--- src/rtl/pktbuf_rd_arbiter_pkg.sv ---
// +--------------------------------------------------------------------+
// | pktbuf_rd_arbiter_pkg : shared packet-buffer types, arbiter states |
// | Revision: 1.0                                                      |
// +--------------------------------------------------------------------+
`default_nettype none

package pktbuf_rd_arbiter_pkg;

  localparam int PKTBUF_AWIDTH = 12;

  typedef struct packed {
    logic        sop;
    logic        eop;
    logic [31:0] data;
  } flit_t;

  typedef enum logic [0:0] {
    ARB_IDLE   = 1'b0,
    ARB_LOCKED = 1'b1
  } arb_state_t;

endpackage

`default_nettype wire

--- src/rtl/pktbuf_rd_arbiter_tag_fifo.sv ---
// +--------------------------------------------------------------------+
// | arb_tag_fifo : show-ahead 1-bit FIFO holding read owner tags       |
// | Revision: 1.0                                                      |
// +--------------------------------------------------------------------+
`default_nettype none

module arb_tag_fifo #(
  parameter int DEPTH = 16
) (
  input  logic Clk,
  input  logic Rst_n,
  input  logic push,
  input  logic push_data,
  input  logic pop,
  output logic head,
  output logic empty,
  output logic full
);

  localparam int AW = $clog2(DEPTH);

  logic [DEPTH-1:0] mem;
  logic [AW-1:0]    wr_ptr;
  logic [AW-1:0]    rd_ptr;
  logic [AW:0]      count;

  // Caller guarantees push only when not full (or popping) and pop only when not empty.
  always_ff @(posedge Clk) begin
    if (!Rst_n) begin
      wr_ptr <= '0;
      rd_ptr <= '0;
      count  <= '0;
    end else begin
      if (push) begin
        mem[wr_ptr] <= push_data;
        wr_ptr      <= wr_ptr + 1'b1;
      end
      if (pop) begin
        rd_ptr <= rd_ptr + 1'b1;
      end
      case ({push, pop})
        2'b10:   count <= count + 1'b1;
        2'b01:   count <= count - 1'b1;
        default: count <= count;
      endcase
    end
  end

  assign head  = mem[rd_ptr];
  assign empty = (count == '0);
  assign full  = (count == (AW+1)'(DEPTH));

endmodule

`default_nettype wire

--- src/rtl/pktbuf_rd_arbiter.sv ---
// +--------------------------------------------------------------------+
// | pktbuf_rd_arbiter : 2-way packet-buffer read arbiter with bursts   |
// | Revision: 1.0                                                      |
// +--------------------------------------------------------------------+
`default_nettype none

module pktbuf_rd_arbiter
  import pktbuf_rd_arbiter_pkg::*;
#(
  parameter int MAX_OUTST = 16
) (
  input  logic                     Clk,
  input  logic                     Rst_n,
  input  logic [PKTBUF_AWIDTH-1:0] rd_addr       [0:1],
  input  logic                     rd_req        [0:1],
  input  logic                     rd_lock       [0:1],
  output logic                     rd_gnt        [0:1],
  output logic                     rd_valid      [0:1],
  output flit_t                    rd_data       [0:1],
  output logic [PKTBUF_AWIDTH-1:0] mem_address,
  output logic                     mem_read,
  input  logic                     mem_readvalid,
  input  flit_t                    mem_readdata,
  output logic [31:0]              stats_gnt     [0:1],
  output logic                     err_orphan
);

  arb_state_t state, state_nxt;
  logic       owner, owner_nxt;
  logic       last_winner, last_winner_nxt;
  logic       win;
  logic [1:0] gnt;
  logic       accept;
  logic       pop;
  logic       issue_ok;
  logic       fifo_head, fifo_empty, fifo_full;

  // A return in the same cycle frees a slot, so a full FIFO may still accept.
  assign pop      = Rst_n & mem_readvalid & ~fifo_empty;
  assign issue_ok = Rst_n & (~fifo_full | pop);

  always_comb begin
    gnt             = 2'b00;
    win             = 1'b0;
    state_nxt       = state;
    owner_nxt       = owner;
    last_winner_nxt = last_winner;

    if (state == ARB_LOCKED)          win = owner;
    else if (rd_req[0] & rd_req[1])   win = ~last_winner;
    else                              win = rd_req[1];

    gnt[win] = rd_req[win] & issue_ok;

    if (gnt != 2'b00) begin
      if (rd_lock[win]) begin
        state_nxt = ARB_LOCKED;
        owner_nxt = win;
      end else begin
        state_nxt       = ARB_IDLE;
        last_winner_nxt = win;
      end
    end else if (state == ARB_LOCKED && !rd_req[owner] && !rd_lock[owner]) begin
      state_nxt = ARB_IDLE;
    end
  end

  always_ff @(posedge Clk) begin
    if (!Rst_n) begin
      state       <= ARB_IDLE;
      owner       <= 1'b0;
      last_winner <= 1'b1;
    end else begin
      state       <= state_nxt;
      owner       <= owner_nxt;
      last_winner <= last_winner_nxt;
    end
  end

  assign accept      = (gnt != 2'b00);
  assign mem_read    = accept;
  assign mem_address = accept ? rd_addr[win] : '0;

  arb_tag_fifo #(
    .DEPTH (MAX_OUTST)
  ) u_tag_fifo (
    .Clk       (Clk),
    .Rst_n     (Rst_n),
    .push      (accept),
    .push_data (win),
    .pop       (pop),
    .head      (fifo_head),
    .empty     (fifo_empty),
    .full      (fifo_full)
  );

  always_ff @(posedge Clk) begin
    if (!Rst_n)                           err_orphan <= 1'b0;
    else if (mem_readvalid && fifo_empty) err_orphan <= 1'b1;
  end

  for (genvar i = 0; i < 2; i++) begin : g_port
    logic [31:0] cnt;

    assign rd_gnt[i]    = gnt[i];
    assign rd_valid[i]  = pop & (fifo_head == 1'(i));
    assign rd_data[i]   = rd_valid[i] ? mem_readdata : '0;
    assign stats_gnt[i] = cnt;

    always_ff @(posedge Clk) begin
      if (!Rst_n)      cnt <= '0;
      else if (gnt[i]) cnt <= cnt + 32'd1;
    end
  end

endmodule

`default_nettype wire

--- config.mk ---
export PLATFORM = sky130hd
export DESIGN_NAME = pktbuf_rd_arbiter
export DESIGN_NICKNAME = d
export VERILOG_FILES = /design/src/rtl/pktbuf_rd_arbiter_pkg.sv /design/src/rtl/pktbuf_rd_arbiter_tag_fifo.sv /design/src/rtl/pktbuf_rd_arbiter.sv
export SDC_FILE = /design/constraint.sdc
export NUM_CORES = 1
export LEC_CHECK = 0
export CAP_MARGIN = 20
export CORE_MARGIN = 1.5
export CORE_UTILIZATION = 48
export DETAILED_ROUTE_END_ITERATION = 6
export PLACE_DENSITY = 0.86
export SLEW_MARGIN = 30
export SYNTH_ARGS = -nofsm -noshare
export SYNTH_HDL_FRONTEND = slang
export SYNTH_HIERARCHICAL = 1
export SYNTH_SLANG_ARGS = --single-unit
--- constraint.sdc ---
create_clock -name Clk -period 8.3 [get_ports Clk]
set_clock_uncertainty 0.15 [all_clocks]
set_input_delay 0.83 -clock Clk [delete_from_list [all_inputs] [get_ports Clk]]
set_output_delay 0.83 -clock Clk [all_outputs]
set_load 0.1 [all_outputs]
==> results of run 1 <==
report_power, final:
group | internal (mW) | leakage, nW | switching (mW)
logic | 0.173 | 1.87 | 0.427
clock network | 0.256 | 0.159 | 0.187
registers | 0.496 | 0.800 | 0.0265
worst max-delay path: stages:
cell and delay (ns):
sky130_fd_sc_hd__clkdlybuf4s50_1 0.46, sky130_fd_sc_hd__buf_4 0.35, sky130_fd_sc_hd__inv_2 0.33, sky130_fd_sc_hd__buf_4 0.34, sky130_fd_sc_hd__a2111oi_4 0.21, sky130_fd_sc_hd__buf_4 0.37, sky130_fd_sc_hd__a22o_1 0.20, sky130_fd_sc_hd__clkdlybuf4s50_1 1.14
cell type report:
type / instances / area share
inverter: 17 / 0.00804
tap: 140 / 0.0221
clock buffer: 11 / 0.0318
multi-input combinational: 462 / 0.392
sequential: 97 / 0.265
timing repair buffer: 219 / 0.273
clock inverter: 5 / 0.00851
cell usage after synthesis, types with 2 or more instances:
library cell | instances | area [µm²]
sky130_fd_sc_hd__nand2b_1 | 5 | 31.3
sky130_fd_sc_hd__xnor2_1 | 14 | 123
sky130_fd_sc_hd__and4_1 | 10 | 87.6
sky130_fd_sc_hd__o21ai_0 | 25 | 125
sky130_fd_sc_hd__nor4_1 | 7 | 43.8
sky130_fd_sc_hd__edfxtp_1 | 16 | 480
sky130_fd_sc_hd__nor2_1 | 32 | 120
sky130_fd_sc_hd__and2_1 | 93 | 582
sky130_fd_sc_hd__dfxtp_1 | 81 | 1620
sky130_fd_sc_hd__clkbuf_1 | 27 | 101
sky130_fd_sc_hd__nand3_1 | 22 | 110
sky130_fd_sc_hd__o31a_1 | 2 | 17.5
sky130_fd_sc_hd__a21oi_1 | 33 | 165
sky130_fd_sc_hd__mux4_1 | 4 | 105
sky130_fd_sc_hd__nand2_1 | 35 | 131
sky130_fd_sc_hd__inv_1 | 17 | 63.8
sky130_fd_sc_hd__or2_2 | 2 | 12.5
sky130_fd_sc_hd__a211o_1 | 2 | 17.5
sky130_fd_sc_hd__nor3b_1 | 5 | 37.5
sky130_fd_sc_hd__o311ai_0 | 2 | 17.5
sky130_fd_sc_hd__o31ai_1 | 5 | 37.5
sky130_fd_sc_hd__or4_1 | 6 | 45.0
sky130_fd_sc_hd__nand4_1 | 27 | 169
sky130_fd_sc_hd__and3_1 | 9 | 56.3
sky130_fd_sc_hd__xor2_1 | 20 | 175
sky130_fd_sc_hd__mux2i_1 | 11 | 110
sky130_fd_sc_hd__nor3_1 | 10 | 50.1
sky130_fd_sc_hd__or3_1 | 23 | 144
sky130_fd_sc_hd__buf_2 | 3 | 15.0
sky130_fd_sc_hd__nor2b_1 | 6 | 37.5
sky130_fd_sc_hd__o21a_1 | 6 | 45.0
sky130_fd_sc_hd__a22o_1 | 13 | 114
sky130_fd_sc_hd__buf_1 | 2 | 7.51
sky130_fd_sc_hd__ha_1 | 10 | 125
final timing paths:
kind | from | to | slack (ns) | cells past startpoint
max | Rst_n | mem_address[1] | 3.06 | 8
min | err_orphan$_SDFFE_PN0P_ | err_orphan$_SDFFE_PN0P_ | 0.34 | 2
max reg2reg | u_tag_fifo/count[1]$_SDFFE_PN0P_ | u_tag_fifo/count[4]$_SDFFE_PN0P_ | 4.05 | 14
min reg2reg | err_orphan$_SDFFE_PN0P_ | err_orphan$_SDFFE_PN0P_ | 0.34 | 2
flip-flops by register name, summed over array words and instances, names as in the netlist:
signal,cells
g_port.cnt,64
u_tag_fifo/mem,16
u_tag_fifo/count,5
u_tag_fifo/rd_ptr,4
u_tag_fifo/wr_ptr,4
err_orphan,1
last_winner,1
owner,1
state,1
routing by layer:
| layer | part of all wire | routed length, µm | track usage | vias up |
|---|---|---|---|---|
| li1 | - | - | - | 2575 |
| met1 | 0.41 | 6590 | 0.320 | 2550 |
| met2 | 0.51 | 8080 | 0.457 | 201 |
| met3 | 0.063 | 1010 | 0.0508 | 31 |
| met4 | 0.020 | 316 | 0.101 | 0 |
| met5 | 0 | 0 | 0 | - |
cells by family after synthesis:
group                    count (synthesis)  share of synthesized area
multiplexers                            17                     0.0460
adder cells (fa/ha/maj)                 10                     0.0231
XOR/XNOR                                34                     0.0550
buffers and inverters                   51                     0.0381
flip-flops                              97                      0.388
AO/OA/AOI/OAI                           99                      0.123
AND/OR/NAND/NOR                        302                      0.327
==> summary.md, run 1 <==
| Metric | Value |
|---|---|
| End-of-flow core utilization | 0.726 |
| Worst Path Arrival | 4.26 ns |
| Highest net fanout along the worst path | 39 |
| Design Power | 1.56 mW |
| Fmax | 0.191 GHz |
| Ys async rst share | 0 |
| Max clock buf depth | 2 |
| Path type of the worst setup path | input pin to primary output |
| Core area | 10900 µm² |
| Net count reported at finish | 881 |
| Minimum clock period after layout | 5.24 ns |
| Worst hold slack | 0.335 ns |
| Row cnt | 38 |
| Number of warning messages in the yosys log | 6 |
| Setup TNS | 0 ns |
| Floorplan die width | 109 µm |
| Wire length of the first global-routing pass | 24600 µm |
| Final wirelength | 16000 µm |
| CTS Buf Count | 9 |
| FF+latch area | 2100 µm² |
| Final Max Slew Viols | 0 |
| Most frequent cells in the layout | sky130_fd_sc_hd__clkdlybuf4s50_1, sky130_fd_sc_hd__and2_1, sky130_fd_sc_hd__dfxtp_1 |
| Root Buffer | sky130_fd_sc_hd__clkbuf_16 |
| Overflow after GRT | 0 |
| Largest net degree at the start of global routing | 40 |
| Critical path capture point type | primary output |
| First-pass detailed-route iteration total | 4 |
| Clock tree sinks | 97 |
| Post-CTS sizing | 0 |
| Path category of the worst min-delay check | register to register |
| Final Hold Violating Endpoints | 0 |
| HPWL reported at the end of detailed placement | 12200 µm |
| Vias | 5357 |
| Maximum VDD drop | 125 µV |
| Full die area | 11900 µm² |
| Mean number of vias per cell | 5.63 |
| Number of port buffers | 214 |
| TritonCTS clock tree | done |
| Number of global-route vias before repair | 5027 |
| Post-synthesis sequential area ratio | 0.388 |
| Share of cells above drive strength 1 | 0.0481 |
| Most common library cell in the layout ignoring fill and taps | sky130_fd_sc_hd__clkdlybuf4s50_1 |
| Distinct cells, synth | 59 |
| Power density relative to cell area | 197 nW/µm² |
| Post-synth net total | 685 |
| Kind of start point of the critical path | input pin |
| Endpoints failing setup | 0 |
| Setup WS post-layout | 3.06 ns |
| Footprint of the multi-input gates | 3110 µm² |
| Iteration-0 DRC Markers | 352 |
| Synthesized instance count | 610 |
| Maximum capacitance violations | 0 |
| Main flop type after synthesis | sky130_fd_sc_hd__dfxtp_1 |
| Critical Path RT | 7.32 ns |
| Finished Cell Area | 7940 µm² |
| Per-instance average area after synthesis | 8.88 µm² |
| Leak | 2.83 nW |
| Total placed instance area | 7630 µm² |
| Number of enable flip-flop cells after synthesis | 16 |
| Number of standard cells in the layout, taps in and fillers out | 951 |
| Initial antenna violation count | 0 |
| Setup repair after global routing missed its margin | false |
| Worst-path clk slew | 0.07 ns |
| Effective utilization at floorplan | 0.495 |
| Area overhead of the layout relative to synthesis | 46.6% |
| Pin slew with the least headroom to its limit | 1.02 ns |
| Post-placement cell count | 935 |
| Count of unresolved DRC violations after routing | 0 |
| Average wire length per cell after detail routing | 16.8 µm |
| Outcome | complete, no violations |
| Hold bufs inserted after CTS | 0 |
| Post-CTS setup-driven buffer insertion count | 0 |
| Post-Place Setup Slack | 3.03 ns |
| Antenna diode count | 0 |
| Antenna viol nets, final | 0 |
| Weighted congestion at the end of routability-driven global placement | 0.862 |
| Number of storage elements in the synthesis netlist | 97 |
| Number of primary I/O pins | 215 |
| Slew HR | 0.315 |
| Ratio of final minimum period to clock period | 0.631 |
| H-tree depth reported by CTS | 3 |
| Y dimension of the die | 109 µm |
| Fill cells | 825 |
| Netlist Area Pre-Place | 5410 µm² |
| Clock latency reported for the late side of the worst-skew pair | 0.35 ns |
| GRT Resource Usage Total | 0.263 |
No activity file was read; power rests on OpenSTA's default activity.
==> inputs of run 2 (changes only) <==
--- a/config.mk
+++ b/config.mk
@@ -7,9 +7,9 @@
 export LEC_CHECK = 0
 export CAP_MARGIN = 20
 export CORE_MARGIN = 1.5
-export CORE_UTILIZATION = 48
+export CORE_UTILIZATION = 44
 export DETAILED_ROUTE_END_ITERATION = 6
-export PLACE_DENSITY = 0.86
+export PLACE_DENSITY = 0.8
 export SLEW_MARGIN = 30
 export SYNTH_ARGS = -nofsm -noshare
 export SYNTH_HDL_FRONTEND = slang
==> constraint.sdc (replaced) <==
create_clock -name Clk -period 4.9 [get_ports Clk]
set_clock_uncertainty 0.15 [all_clocks]
set_input_delay 0.49 -clock Clk [delete_from_list [all_inputs] [get_ports Clk]]
set_output_delay 0.49 -clock Clk [all_outputs]
set_load 0.1 [all_outputs]
==> run 2 against run 1 <==
Effect of this change:
- worst hold slack got worse by 0.0042 ns
- global-route usage decreased by 1.8 points
- final cell count is 0.95% higher
- sequential power up 70%
- critical path depth is 5 higher
- largest cell class unchanged
==> summary.md, run 2 (synthesis gave the netlist of run 1 again) <==
| Metric | Value |
|---|---|
| Iteration-0 DRC Markers | 450 (was 352) |
| Cell family contributing the most delay on the critical path | simple AND/OR/NAND/NOR gates (was buffers and inverters) |
| Setup TNS | 0 ns (unchanged) |
| Setup WS post-layout | 0.680 ns (was 3.06 ns) |
| Critical path capture point type | register (was primary output) |
| Leak | 3.15 nW (was 2.83 nW) |
| Antenna viol nets, final | 0 (unchanged) |
| Sequential Power Share | 0.323 (was 0.334) |
| Slowest library cell on the worst path | sky130_fd_sc_hd__nor3b_1 (was sky130_fd_sc_hd__clkdlybuf4s50_1) |
| Critical Path RT | 4.97 ns (was 7.32 ns) |
| Minimum clock period after layout | 4.22 ns |
| Floorplan die width | 114 µm (was 109 µm) |
| H-tree depth reported by CTS | 3 (unchanged) |
| Endpoint of the worst register-to-register path | u_tag_fifo/count[4]$_SDFFE_PN0P_ (unchanged) |
| First-pass detailed-route iteration total | 5 (was 4) |
| Outcome | complete, no violations (unchanged) |
| Worst hold slack | 0.331 ns (was 0.335 ns) |
| Largest net degree at the start of global routing | 42 (was 40) |
| Max clock buf depth | 2 (unchanged) |
| Root Buffer | sky130_fd_sc_hd__clkbuf_16 (unchanged) |
| Ratio of final minimum period to clock period | 0.861 |
| Number of standard cells in the layout, taps in and fillers out | 960 (was 951) |
| Y dimension of the die | 114 µm (was 109 µm) |
| Average wire length per cell after detail routing | 17.2 µm (was 16.8 µm) |
| Endpoint, Worst Hold | g_port[1].cnt[31]$_SDFFE_PN0P_ (was err_orphan$_SDFFE_PN0P_) |
| Slowest stage delay, CP | 0.64 ns (was 1.14 ns) |
| TritonCTS clock tree | done (unchanged) |
| Reg2reg setup slack | 0.68 ns (was 4.05 ns) |
| Number of buffers and inverters on the critical path | 2 (was 6) |
| Largest registers | g_port.cnt: 64 flops, u_tag_fifo/mem: 16 flops, u_tag_fifo/count: 5 flops (unchanged) |
| Setup repair after global routing missed its margin | false (unchanged) |
| Effective utilization at floorplan | 0.451 (was 0.495) |
| Overflow after GRT | 0 (unchanged) |
| Number of global-route vias before repair | 5126 (was 5027) |
| Biggest register | g_port.cnt (unchanged) |
| CTS Buf Count | 9 (unchanged) |
| Cells along the critical path | or3_1, nor3b_1, inv_1, o21ai_0, a21oi_1, inv_1, ha_1, xor2_1, ha_1, nor2b_1, o32ai_1, mux2i_1, nand4_1 (was clkdlybuf4s50_1, buf_4, inv_2, buf_4, a2111oi_4, buf_4, a22o_1, clkdlybuf4s50_1) |
| Mean number of vias per cell | 5.62 (was 5.63) |
| HPWL reported at the end of detailed placement | 12600 µm (was 12200 µm) |
| Wire length of the first global-routing pass | 25300 µm (was 24600 µm) |
| Number of primary I/O pins | 215 (unchanged) |
| Hold bufs inserted after CTS | 0 (unchanged) |
| Most frequent cells in the layout | sky130_fd_sc_hd__clkdlybuf4s50_1, sky130_fd_sc_hd__and2_1, sky130_fd_sc_hd__dfxtp_1 (unchanged) |
| Hold path depth | 1 (was 2) |
| Worst min-delay path startpoint | g_port[1].cnt[31]$_SDFFE_PN0P_ (was err_orphan$_SDFFE_PN0P_) |
| Proportion of power drawn by combinational gates | 0.410 (was 0.383) |
| Post-CTS setup-driven buffer insertion count | 0 (unchanged) |
| Clock latency reported for the late side of the worst-skew pair | 0.34 ns (was 0.35 ns) |
| Clock tree sinks | 97 (unchanged) |
| Final Max Slew Viols | 0 (unchanged) |
| Slew HR | 0.300 (was 0.315) |
| Worst-path clk slew | 0.07 ns (about the same) |
| Count of cells along the worst register-to-register path | 13 (was 14) |
| Vias | 5395 (was 5357) |
| Post-Place Setup Slack | 0.807 ns (was 3.03 ns) |
| Net count reported at finish | 883 (was 881) |
| Path type of the worst setup path | register to register (was input pin to primary output) |
| Post-placement cell count | 944 (was 935) |
| Endpoints failing setup | 0 (unchanged) |
| Highest net fanout along the worst path | 9 (was 39) |
| Worst Path Arrival | 4.29 ns (was 4.26 ns) |
| Post-CTS sizing | 0 (unchanged) |
| Final wirelength | 16500 µm (was 16000 µm) |
| Finished Cell Area | 8390 µm² (was 7940 µm²) |
| Area overhead of the layout relative to synthesis | 55.0% (was 46.6%) |
| Full die area | 13000 µm² (was 11900 µm²) |
| Number of flip-flops in the largest register | 64 (unchanged) |
| Antenna diode count | 0 (unchanged) |
| Weighted congestion at the end of routability-driven global placement | 0.854 (was 0.862) |
| Share of cells above drive strength 1 | 0.153 (was 0.0481) |
| Maximum capacitance violations | 0 (unchanged) |
| Number of port buffers | 214 (unchanged) |
| GRT Resource Usage Total | 0.244 (was 0.263) |
| Net switching component of the power | 1.09 mW (was 0.640 mW) |
| Row cnt | 40 (was 38) |
| Final Hold Violating Endpoints | 0 (unchanged) |
| Pin slew with the least headroom to its limit | 1.05 ns (was 1.02 ns) |
| Maximum VDD drop | 195 µV (was 125 µV) |
| Kind of start point of the critical path | register (was input pin) |
| Fmax | 0.237 GHz |
| Clock network fraction of total power | 0.267 (was 0.283) |
| Internal power contribution | 1.65 mW (was 0.924 mW) |
| Core area | 12000 µm² (was 10900 µm²) |
| Startpoint of the most critical register-to-register path | u_tag_fifo/count[1]$_SDFFE_PN0P_ (unchanged) |
| Power density relative to cell area | 327 nW/µm² (was 197 nW/µm²) |
| Initial antenna violation count | 0 (unchanged) |
| Count of unresolved DRC violations after routing | 0 (unchanged) |
| Path category of the worst min-delay check | register to register (unchanged) |
| Most common library cell in the layout ignoring fill and taps | sky130_fd_sc_hd__clkdlybuf4s50_1 (unchanged) |
| Total placed instance area | 8080 µm² (was 7630 µm²) |
| Sw Share | 0.398 (was 0.409) |
[run 2: cell types whose count changed in the layout (fill, tap and decap cells not counted), sizes merged]
cell           previous run  this run
buf                       8        93
clkbuf                   11        12
clkinvlp                  0         2
clkdlybuf4s50           211       128
clkinv                    0         1
inv                      21        17
[run 2: stage by stage]
stage	power [mW]	util
finish	2.74	0.699
floorplan	1.67	-
global placement	2.01	0.673
CTS	2.75	0.699
global route	2.84	0.699
detailed placement	2.03	0.673
[run 2: worst max-delay path by stage]
stage | startpoint | to | slack [ns] | cells after the start
final | u_tag_fifo/count[1]$_SDFFE_PN0P_ | u_tag_fifo/count[4]$_SDFFE_PN0P_ | 0.68 | 13
after floorplan | u_tag_fifo/count[1]$_SDFFE_PN0P_ | u_tag_fifo/count[4]$_SDFFE_PN0P_ | 0.008 | 16
after CTS | u_tag_fifo/count[1]$_SDFFE_PN0P_ | u_tag_fifo/count[4]$_SDFFE_PN0P_ | 0.71 | 13
after detailed placement | u_tag_fifo/count[1]$_SDFFE_PN0P_ | u_tag_fifo/count[4]$_SDFFE_PN0P_ | 0.81 | 13
after global placement | Rst_n | u_tag_fifo/count[4]$_SDFFE_PN0P_ | 1.11 | 12
after global routing | u_tag_fifo/count[1]$_SDFFE_PN0P_ | u_tag_fifo/count[4]$_SDFFE_PN0P_ | 0.39 | 13
[run 2: layer usage]
metal,vias to the layer above,part of all wire,global-route usage
met2,241,0.52,0.470
li1,2580,-,-
met3,31,0.070,0.0553
met1,2543,0.38,0.260
met4,0,0.026,0.0867
met5,-,0,0
[run 2: area by class of cell]
class / count / area (µm²)
Multi-Input combinational cell: 462 / 3110
Fill cell: 916 / 3620
Clock buffer: 12 / 267
Clock inverter: 4 / 50.0
Tap cell: 147 / 184
Timing Repair Buffer: 221 / 2620
Sequential cell: 97 / 2100
Inverter: 17 / 63.8
[run 2: power groups by stage]
stage / combinational, mW / clock (mW) / sequential (mW)
2_1_floorplan: 0.737 / 0 / 0.931
6_report: 1.13 / 0.731 / 0.887
3_3_place_gp: 1.11 / 0 / 0.897
4_1_cts: 1.13 / 0.738 / 0.886
3_5_place_dp: 1.12 / 0 / 0.902
5_1_grt: 1.17 / 0.776 / 0.890
==> RTL change (flow settings as in run 2) <==
One comparison of `count` changes from == to >=.
--- a/src/rtl/pktbuf_rd_arbiter_tag_fifo.sv
+++ b/src/rtl/pktbuf_rd_arbiter_tag_fifo.sv
@@ -49,5 +49,5 @@
   assign head  = mem[rd_ptr];
   assign empty = (count == '0);
-  assign full  = (count == (AW+1)'(DEPTH));
+  assign full  = (count >= (AW+1)'(DEPTH));
 
 endmodule
Function: no difference found for any inputs over 4 cycles, from zero or initial values and one cycle with Rst_n low; that may be too few to reach the edited logic, so the function may still have changed.
==> RTL change against run 2 <==
- worst hold slack got worse by 7.7 ps
- total power fell by 19%
- die area fell by 1.1%
- area after synthesis fell by 1.1%
- critical path depth rose by 1
- design area fell by 1.4%
- global-route usage fell by 1.0 points
- routed wire length fell by 6.2%
- worst setup slack improved by 370 ps
- non-clock buffer count did not move
- sequential cell count did not move
- clock power fell by 9.2%
- critical path type unchanged
==> RTL change: results (changes against run 2) <==
P_leak=3.11 nW (was 3.15 nW); Unique masters post-synth=58 (was 59); Crit path largest cell delay=490 ps (was 640 ps); Power Total=2.22 mW (was 2.74 mW); P_clk=664 uW (was 731 uW); Setup WS pre-CTS=1120 ps (was 807 ps); Cell Area, Placed=8000 um2 (was 8080 um2); DRT Pass-1 Iters=7 (was 5); Global Route Usage Sum=23.4% (was 24.4%); layout cells sized above 1=14.9% (was 15.3%); number of vias per cell=5.56 (was 5.62); Sw Pwr=796 uW (was 1.09 mW); first-pass GRT wire length=24.3 mm (was 25.3 mm); Synth top cells by count=86 x and2_1, 81 x dfxtp_1, 42 x nor2_1 (was 93 x and2_1, 81 x dfxtp_1, 35 x nand2_1); RR Endpoint=u_tag_fifo/count[2] (was u_tag_fifo/count[4]); CTS Buffer Depth=2 (unchanged); syn nets=679 (was 685); Crit-path slowest cell=o21ai_0 (was nor3b_1); vias in the first global route=4822 (was 5126); Layout area overhead=54.5% (was 55.0%); Final HPWL DP=11.7 mm (was 12.6 mm); Critical Path AT=3970 ps (was 4290 ps); final wirelength=15.5 mm (was 16.5 mm); Gate power share=31.8% (was 41.0%); Worst Reg-to-Reg Cells=14 (was 13); Post-CTS Setup Inserts=0 (unchanged); initial DRC count=472 (was 450); largest net degree at the start of global routing=36 (was 42); GP Congestion=0.839 (was 0.854); register area share after synthesis=39.3% (was 38.8%); Layout Nets=878 (was 883); status=completed (unchanged); Crit Path Max Fanout=12 (was 9); Final Worst Setup Slack=1050 ps (was 680 ps); Synth area leaders=dfxtp_1 30%, and2_1 10%, edfxtp_1 9.0% (was dfxtp_1 30%, and2_1 11%, edfxtp_1 8.9%); Layout fillers=930 (was 916)
## RTL change: cell types whose count changed after synthesis, moves of 2 or more
cell | run 2 | this run
nor2_1 | 32 | 42
and2_1 | 93 | 86
o21ai_0 | 25 | 27
xor2_1 | 20 | 24
nand3_1 | 22 | 20
nor2b_1 | 6 | 3
xnor2_1 | 14 | 10
nand2_1 | 35 | 33
a21oi_1 | 33 | 35
nor3b_1 | 5 | 3
## RTL change: how the worst min path moves through the flow
stage / startpoint / endpoint / cells after the start
2_1_floorplan: u_tag_fifo/count[4] / u_tag_fifo/count[4] / 2
3_3_place_gp: g_port[1].cnt[31] / g_port[1].cnt[31] / 1
3_5_place_dp: err_orphan / err_orphan / 2
4_1_cts: err_orphan / err_orphan / 2
5_1_grt: g_port[1].cnt[31] / g_port[1].cnt[31] / 1
6_report: err_orphan / err_orphan / 2
## RTL change: metrics by stage
stage / instances / hold slack (ps)
3_5_place_dp: 939 / 311
3_3_place_gp: 939 / 310
4_1_cts: 955 / 329
2_1_floorplan: 604 / 305
6_report: 955 / 323
5_1_grt: 955 / 364
## RTL change: cells by family after synthesis
family / after synthesis / share of synthesized area (%)
and+or+nand+nor: 294 / 31.8
AOI/OAI and AO/OA: 102 / 12.6
DFF: 97 / 39.3
buffers and inverters: 50 / 3.79
xor gates and xnor gates: 34 / 5.56
muxes: 17 / 4.65
adders and majority gates: 10 / 2.34
## RTL change: area by class of cell
cell class                 instances  area share, %
clock inverter                     5          0.393
timing repair buffer             221           31.4
clock buffer                      11           2.93
tap                              147           2.22
multi-input combinational        457           36.9
inverter                          17          0.771
sequential                        97           25.4
## RTL change: routing by layer
layer,wire (um),track usage [%]
met1,6600,29.5
met2,7950,41.8
met3,747,4.02
met4,157,5.67
met5,0,0
